$ cat config.mk
export PLATFORM = sky130hd
export DESIGN_NAME = ram_port_arbiter
export DESIGN_NICKNAME = d
export VERILOG_FILES = /design/src/rtl/ram_port_arbiter_pkg.sv /design/src/rtl/ram_port_arbiter_rr_pick.sv /design/src/rtl/ram_port_arbiter.sv
export SDC_FILE = /design/constraint.sdc
export NUM_CORES = 1
export LEC_CHECK = 0
export ABC_AREA = 1
export CAP_MARGIN = 20
export CORE_AREA = 2 2 236 238
export CTS_CLUSTER_DIAMETER = 30
export DETAILED_ROUTE_END_ITERATION = 8
export DIE_AREA = 0 0 238 240
export PLACE_DENSITY = 0.62
export REMOVE_ABC_BUFFERS = 1
export SLEW_MARGIN = 0
export SYNTH_ARGS = -nofsm -noshare
export SYNTH_HDL_FRONTEND = slang
export SYNTH_HIERARCHICAL = 1
export SYNTH_SLANG_ARGS = --single-unit
export TNS_END_PERCENT = 100
$ cat constraint.sdc
create_clock -name clk -period 6.4 [get_ports clk]
set_input_delay 0.96 -clock clk [delete_from_list [all_inputs] [get_ports clk]]
set_output_delay 0.96 -clock clk [all_outputs]
set_load 0.02 [all_outputs]
$ cat src/rtl/ram_port_arbiter_pkg.sv
// Shared definitions for the two-port RAM arbiter: port count, access kind,
// and a width helper usable in parameter expressions.
package ram_port_arbiter_pkg;

  localparam int unsigned RAM_PORTS = 2;

  typedef enum logic {
    OP_READ  = 1'b0,
    OP_WRITE = 1'b1
  } op_e;

  function automatic int unsigned clog2(input int unsigned n);
    int unsigned w;
    w = 1;
    while ((32'd1 << w) < n) w = w + 1;
    return w;
  endfunction

endpackage

$ cat src/rtl/ram_port_arbiter_rr_pick.sv
// Combinational round-robin find-first-set: first set bit of mask scanning
// ptr, ptr+1, ... modulo N.
module rr_pick
  import ram_port_arbiter_pkg::*;
#(
  parameter int unsigned N = 4,
  parameter int unsigned W = clog2(N)
) (
  input  logic [N-1:0] mask,
  input  logic [W-1:0] ptr,
  output logic         found,
  output logic [W-1:0] idx
);

  always_comb begin
    int unsigned j;
    found = 1'b0;
    idx   = '0;
    j     = 0;
    for (int unsigned k = 0; k < N; k++) begin
      j = (32'(ptr) + k) % N;
      if (!found && mask[j[W-1:0]]) begin
        found = 1'b1;
        idx   = j[W-1:0];
      end
    end
  end

endmodule

$ cat src/rtl/ram_port_arbiter.sv
// Shares one two-port RAM between NUM_REQ load/store requesters, granting up
// to two requests per cycle round-robin and returning read data per requester.
module ram_port_arbiter
  import ram_port_arbiter_pkg::*;
#(
  parameter int unsigned NUM_REQ    = 4,
  parameter int unsigned DATA_WIDTH = 32,
  parameter int unsigned ADDR_WIDTH = 32
) (
  input  logic                           clk,
  input  logic                           rst,
  input  logic [NUM_REQ-1:0]             req_valid,
  output logic [NUM_REQ-1:0]             req_ready,
  input  logic [NUM_REQ-1:0]             req_we,
  input  logic [NUM_REQ*ADDR_WIDTH-1:0]  req_addr,
  input  logic [NUM_REQ*DATA_WIDTH-1:0]  req_wdata,
  output logic [NUM_REQ-1:0]             rsp_valid,
  input  logic [NUM_REQ-1:0]             rsp_ready,
  output logic [NUM_REQ*DATA_WIDTH-1:0]  rsp_rdata,
  output logic                           ce0,
  output logic                           we0,
  output logic [ADDR_WIDTH-1:0]          address0,
  output logic [DATA_WIDTH-1:0]          mem_din0,
  input  logic [DATA_WIDTH-1:0]          mem_dout0,
  output logic                           ce1,
  output logic                           we1,
  output logic [ADDR_WIDTH-1:0]          address1,
  output logic [DATA_WIDTH-1:0]          mem_din1,
  input  logic [DATA_WIDTH-1:0]          mem_dout1
);

  localparam int unsigned PW = clog2(NUM_REQ);

  logic [PW-1:0]         ptr;
  logic [NUM_REQ-1:0]    rsp_full, inflight;
  logic [DATA_WIDTH-1:0] rsp_data [NUM_REQ];
  logic [RAM_PORTS-1:0]  pend_valid;
  logic [PW-1:0]         pend_id0, pend_id1;

  logic [NUM_REQ-1:0]    elig, mask1, full_nxt, infl_nxt;
  logic                  found0, found1, we_0, we_1;
  logic [PW-1:0]         idx0, idx1;
  logic [ADDR_WIDTH-1:0] addr_0, addr_1;

  function automatic logic [PW-1:0] next_ptr(input logic [PW-1:0] i);
    return (32'(i) == NUM_REQ - 1) ? '0 : i + 1'b1;
  endfunction

  // Grants are suppressed while rst is high so the RAM stays idle in reset.
  always_comb begin
    elig = '0;
    for (int unsigned i = 0; i < NUM_REQ; i++)
      elig[i] = !rst && req_valid[i] &&
                (op_e'(req_we[i]) == OP_WRITE || (!rsp_full[i] && !inflight[i]));
  end

  rr_pick #(.N(NUM_REQ), .W(PW)) u_pick0 (
    .mask  (elig),
    .ptr   (ptr),
    .found (found0),
    .idx   (idx0)
  );

  // Port 1 continues the scan past the port 0 winner, skipping any candidate
  // whose address collides with port 0 where either side writes.
  always_comb begin
    int unsigned pos0, posj;
    addr_0 = req_addr[32'(idx0)*ADDR_WIDTH +: ADDR_WIDTH];
    we_0   = req_we[idx0];
    pos0   = (32'(idx0) + NUM_REQ - 32'(ptr)) % NUM_REQ;
    posj   = 0;
    mask1  = '0;
    for (int unsigned j = 0; j < NUM_REQ; j++) begin
      posj     = (j + NUM_REQ - 32'(ptr)) % NUM_REQ;
      mask1[j] = found0 && elig[j] && (posj > pos0) &&
                 !((req_addr[j*ADDR_WIDTH +: ADDR_WIDTH] == addr_0) && (req_we[j] || we_0));
    end
  end

  rr_pick #(.N(NUM_REQ), .W(PW)) u_pick1 (
    .mask  (mask1),
    .ptr   (ptr),
    .found (found1),
    .idx   (idx1)
  );

  always_comb begin
    addr_1    = req_addr[32'(idx1)*ADDR_WIDTH +: ADDR_WIDTH];
    we_1      = req_we[idx1];
    req_ready = '0;
    ce0 = 1'b0; we0 = 1'b0; address0 = '0; mem_din0 = '0;
    ce1 = 1'b0; we1 = 1'b0; address1 = '0; mem_din1 = '0;
    if (found0) begin
      req_ready[idx0] = 1'b1;
      ce0      = 1'b1;
      we0      = we_0;
      address0 = addr_0;
      mem_din0 = req_wdata[32'(idx0)*DATA_WIDTH +: DATA_WIDTH];
    end
    if (found1) begin
      req_ready[idx1] = 1'b1;
      ce1      = 1'b1;
      we1      = we_1;
      address1 = addr_1;
      mem_din1 = req_wdata[32'(idx1)*DATA_WIDTH +: DATA_WIDTH];
    end
  end

  always_comb begin
    full_nxt = rsp_full & ~rsp_ready;
    infl_nxt = inflight;
    if (pend_valid[0]) begin
      full_nxt[pend_id0] = 1'b1;
      infl_nxt[pend_id0] = 1'b0;
    end
    if (pend_valid[1]) begin
      full_nxt[pend_id1] = 1'b1;
      infl_nxt[pend_id1] = 1'b0;
    end
    if (found0 && !we_0) infl_nxt[idx0] = 1'b1;
    if (found1 && !we_1) infl_nxt[idx1] = 1'b1;
  end

  always_ff @(posedge clk or posedge rst) begin
    if (rst) begin
      ptr        <= '0;
      rsp_full   <= '0;
      inflight   <= '0;
      pend_valid <= '0;
      pend_id0   <= '0;
      pend_id1   <= '0;
      for (int unsigned i = 0; i < NUM_REQ; i++) rsp_data[i] <= '0;
    end else begin
      rsp_full      <= full_nxt;
      inflight      <= infl_nxt;
      pend_valid[0] <= found0 && !we_0;
      pend_valid[1] <= found1 && !we_1;
      pend_id0      <= idx0;
      pend_id1      <= idx1;
      if (pend_valid[0]) rsp_data[pend_id0] <= mem_dout0;
      if (pend_valid[1]) rsp_data[pend_id1] <= mem_dout1;
      if (found1)      ptr <= next_ptr(idx1);
      else if (found0) ptr <= next_ptr(idx0);
    end
  end

  always_comb begin
    rsp_valid = rsp_full;
    rsp_rdata = '0;
    for (int unsigned i = 0; i < NUM_REQ; i++)
      rsp_rdata[i*DATA_WIDTH +: DATA_WIDTH] = rsp_data[i];
  end

endmodule
==> results.sh, run 1 <==
export IMPL_cts_root_buf="sky130_fd_sc_hd__clkbuf_16"
export IMPL_synth_cell_area_mm2=0.0143
export IMPL_critPathCapture="address1[1]"
export IMPL_max_slew_margin_pct=36.7
export IMPL_post_synth_inst_count=2368
export IMPL_layout_drive_gt1_share_pct=19.5
export IMPL_tightestPinTransition_ns=0.944
export IMPL_timing_hold_worst_class="reg -> reg"
export IMPL_critical_path_arrival_ns=5.76
export IMPL_area_growth_pct=71.6
export IMPL_setup_viol=69
export IMPL_failed_checks="setup timing"
export IMPL_critPathMaxFanout=11
export IMPL_wl_per_cell_um=20.1
export IMPL_synth_lib_cells_used_distinct=36
export IMPL_final_core_util_pct=44.9
export IMPL_final_critical_path_setup_slack_ns=-0.318
export IMPL_die_height_um=240
export IMPL_placeableCoreArea_mm2=0.0547
export IMPL_dp_hpwl_um=57000
export IMPL_floorplan_rows=86
export IMPL_grt_pass1_wl_um=111000
export IMPL_critPathLaunch="req_valid[3]"
export IMPL_grt_overflow_total=0
export IMPL_status="complete, but fails checks"
export IMPL_clock_tree_from_tritoncts="yes"
export IMPL_yosysWarningCount=6
export IMPL_final_setup_skew_ns=0.0103
export IMPL_post_route_min_period_ns=6.72
export IMPL_final_area_mm2=0.0245
export IMPL_via_density_per_instance=5.11
export IMPL_crit_path_start_kind="input port"
export IMPL_drt_antenna_violating_nets=0
export IMPL_cp_end_kind="output pin"
export IMPL_synth_commonest_cells="sky130_fd_sc_hd__nand2_1 (579), sky130_fd_sc_hd__inv_1 (291), sky130_fd_sc_hd__a21oi_1 (278)"
export IMPL_drt_drc_violations_left=0
export IMPL_grtUsageTotal_pct=25.3
export IMPL_timing_final_hold_violations=0
export IMPL_finalCritPeriodShare_pct=105
export IMPL_synth_seq_area_share_pct=25.2
export IMPL_critical_path_max_stage_delay_ns=0.45
export IMPL_final_net_count=3429
export IMPL_port_buffers=601
export IMPL_antenna_found_initial=4
export IMPL_fmaxAchievable_ghz=0.149
export IMPL_cts_sinks=144
export IMPL_number_of_h_tree_levels=4
export IMPL_io_pins=602
export IMPL_first_global_vias=18000
export IMPL_synth_async_sr_flop_share_pct=100
export IMPL_routabilityCongestion=0.953
export IMPL_crit_required_ns=5.44
export IMPL_start_util_pct=26.1
export IMPL_critical_path_slowest_cell="sky130_fd_sc_hd__clkdlybuf4s50_1"
export IMPL_routed_wirelength_um=76400
export IMPL_maxSlewViolCount=0
export IMPL_firstDrtPassIters=6
export IMPL_dieArea_mm2=0.0571
export IMPL_syn_area_per_cell_um2=6.03
export IMPL_critPathKind="in -> out"
export IMPL_vias=19389
export IMPL_clock_tree_buffer_depth=2
export IMPL_number_of_synthesized_register_bits=144
export IMPL_final_seq_area_mm2=0.00360
export IMPL_most_common_cell_in_the_netlist="sky130_fd_sc_hd__nand2_1"
export IMPL_timing_reg2reg_worst_path_depth=43
export IMPL_cts_buffers_inserted=17
export IMPL_insertion_delay_ns=0.44
export IMPL_grt_setup_unrepaired="true"
export IMPL_drt_iter0_drc=1525
export IMPL_timing_reg2reg_setup_slack_ns=1.32
export IMPL_cts_reportedPaths_clkPinSlew_ns=0.06
export IMPL_synth_edf_count=0
export IMPL_critical_path_reg2reg_endpoint="inflight[2]"
export IMPL_largest_net_degree_at_the_start_of_global_routing=69
export IMPL_fp_dieW_um=238
export IMPL_maxCapViolCount=0
export IMPL_worst_path_most_repeated_cell="sky130_fd_sc_hd__nand2_1"
export IMPL_leading_post_synthesis_cells_by_cell_area="sky130_fd_sc_hd__dfrtp_1 (25%), sky130_fd_sc_hd__nand2_1 (15%), sky130_fd_sc_hd__a21oi_1 (9.7%)"
export IMPL_r2r_start="inflight[2]"
export IMPL_yosysTopAreaCellShare_pct=25.2
export IMPL_nFillCells=5549
export IMPL_synth_top_area_cell="sky130_fd_sc_hd__dfrtp_1"
export IMPL_multiInputGateArea_mm2=0.00971
export IMPL_synth_ff_type="sky130_fd_sc_hd__dfrtp_1"
export IMPL_post_detailed_placement_cell_area_mm2=0.0224
==> logic make-up after synthesis <==
| logic type | Yosys count | share of synthesized area [%] |
|---|---|---|
| flip-flops | 144 | 25.2 |
| XOR/XNOR | 46 | 2.82 |
| buffers and inverters | 458 | 12.8 |
| AO/OA/AOI/OAI | 688 | 27.4 |
| multiplexers | 5 | 0.350 |
| AND/OR/NAND/NOR | 1012 | 30.1 |
| adder cells (fa/ha/maj) | 15 | 1.31 |
==> stage by stage <==
| stage | setup TNS (ns) | setup WS (ns) | instances | hold WS, ns |
|---|---|---|---|---|
| 2_1_floorplan | -535.57 | -7.92 | 2214 | 0.488 |
| 3_3_place_gp | -97.20 | -1.51 | 3725 | 0.530 |
| 3_5_place_dp | -95.65 | -1.50 | 3725 | 0.537 |
| 4_1_cts | -8.57 | -0.272 | 3772 | 0.553 |
| 5_1_grt | -33.98 | -0.575 | 3798 | 0.577 |
| 6_report | -13.62 | -0.318 | 3798 | 0.550 |
==> layout make-up <==
cell class	instances	area share, %
flip-flops and latches	144	14.7
clock buffers	18	1.79
well taps	704	3.59
diodes	3	0.0306
repair buffers	846	34.6
multi-input cells	1766	39.6
inverters	304	4.90
repair inverters	1	0.0663
clock inverters	12	0.740
==> placed cells by master, fill, tap and decap left out, drive strengths merged, types with 10 or more instances in the layout <==
cell type | netlist | final
a211oi | 64 | 64
nand3 | 156 | 156
inv | 300 | 302
o21ai | 226 | 226
o211ai | 108 | 108
clkinv | 4 | 10
nand3b | 25 | 25
xor2 | 42 | 42
nor2 | 208 | 208
dfrtp | 144 | 144
nand2 | 615 | 615
clkdlybuf4s50 | 0 | 525
a21oi | 278 | 278
clkbuf | 100 | 24
buf | 54 | 307
ha | 15 | 15
==> worst min path at each step <==
stage / from / end / slack [ns] / cells after the start
floorplan: inflight[0] / inflight[0] / 0.49 / 2
global placement: rsp_rdata[113] / rsp_rdata[113] / 0.53 / 2
detailed placement: rsp_rdata[98] / rsp_rdata[98] / 0.54 / 2
CTS: rsp_rdata[98] / rsp_rdata[98] / 0.55 / 2
global route: rsp_rdata[99] / rsp_rdata[99] / 0.58 / 2
finish: rsp_rdata[30] / rsp_rdata[30] / 0.55 / 2
==> per-layer routing <==
| layer | global-route usage (%) | wire, um | vias up |
|---|---|---|---|
| met4 | 10.1 | 3110 | 2 |
| li1 | - | - | 9256 |
| met5 | 0 | 10 | - |
| met1 | 31.2 | 30800 | 8936 |
| met3 | 5.25 | 6600 | 167 |
| met2 | 43.0 | 35900 | 1028 |
==> worst max-delay path, delay by kind of cell <==
family / cells / cell delay, ns
xor gates and xnor gates: 1 / 0.14
AOI/OAI and AO/OA: 4 / 0.46
buffers and inverters: 14 / 2.00
and+or+nand+nor: 25 / 2.18
==> repair_timing <==
action,CTS,global route
gates cloned,9,8
endpoints found under the setup margin,77,70
buffers inserted,8,16
resized for setup,391,211
hold buffers,0,0
pin swaps,26,119
==> flip-flops by register name, summed over array words and instances (netlist names) <==
name,cells
rsp_valid,4
rsp_rdata,128
pend_id0,2
pend_id1,2
ptr,2
pend_valid,2
inflight,4
Power of run 1 is not shown: default switching activity piles up to over one toggle a cycle in this logic, so the estimate is an artifact.
==> inputs of run 2 (changes only) <==
--- a/config.mk
+++ b/config.mk
@@ -6,7 +6,7 @@
 export NUM_CORES = 1
 export LEC_CHECK = 0
 export ABC_AREA = 1
-export CAP_MARGIN = 20
+export CAP_MARGIN = 10
 export CORE_AREA = 2 2 236 238
 export CTS_CLUSTER_DIAMETER = 30
 export DETAILED_ROUTE_END_ITERATION = 8
==> results of run 2 <==
No change in the layout: final DEF, timing and power equal those of run 1.
Power of run 2 is left out for the same reason.
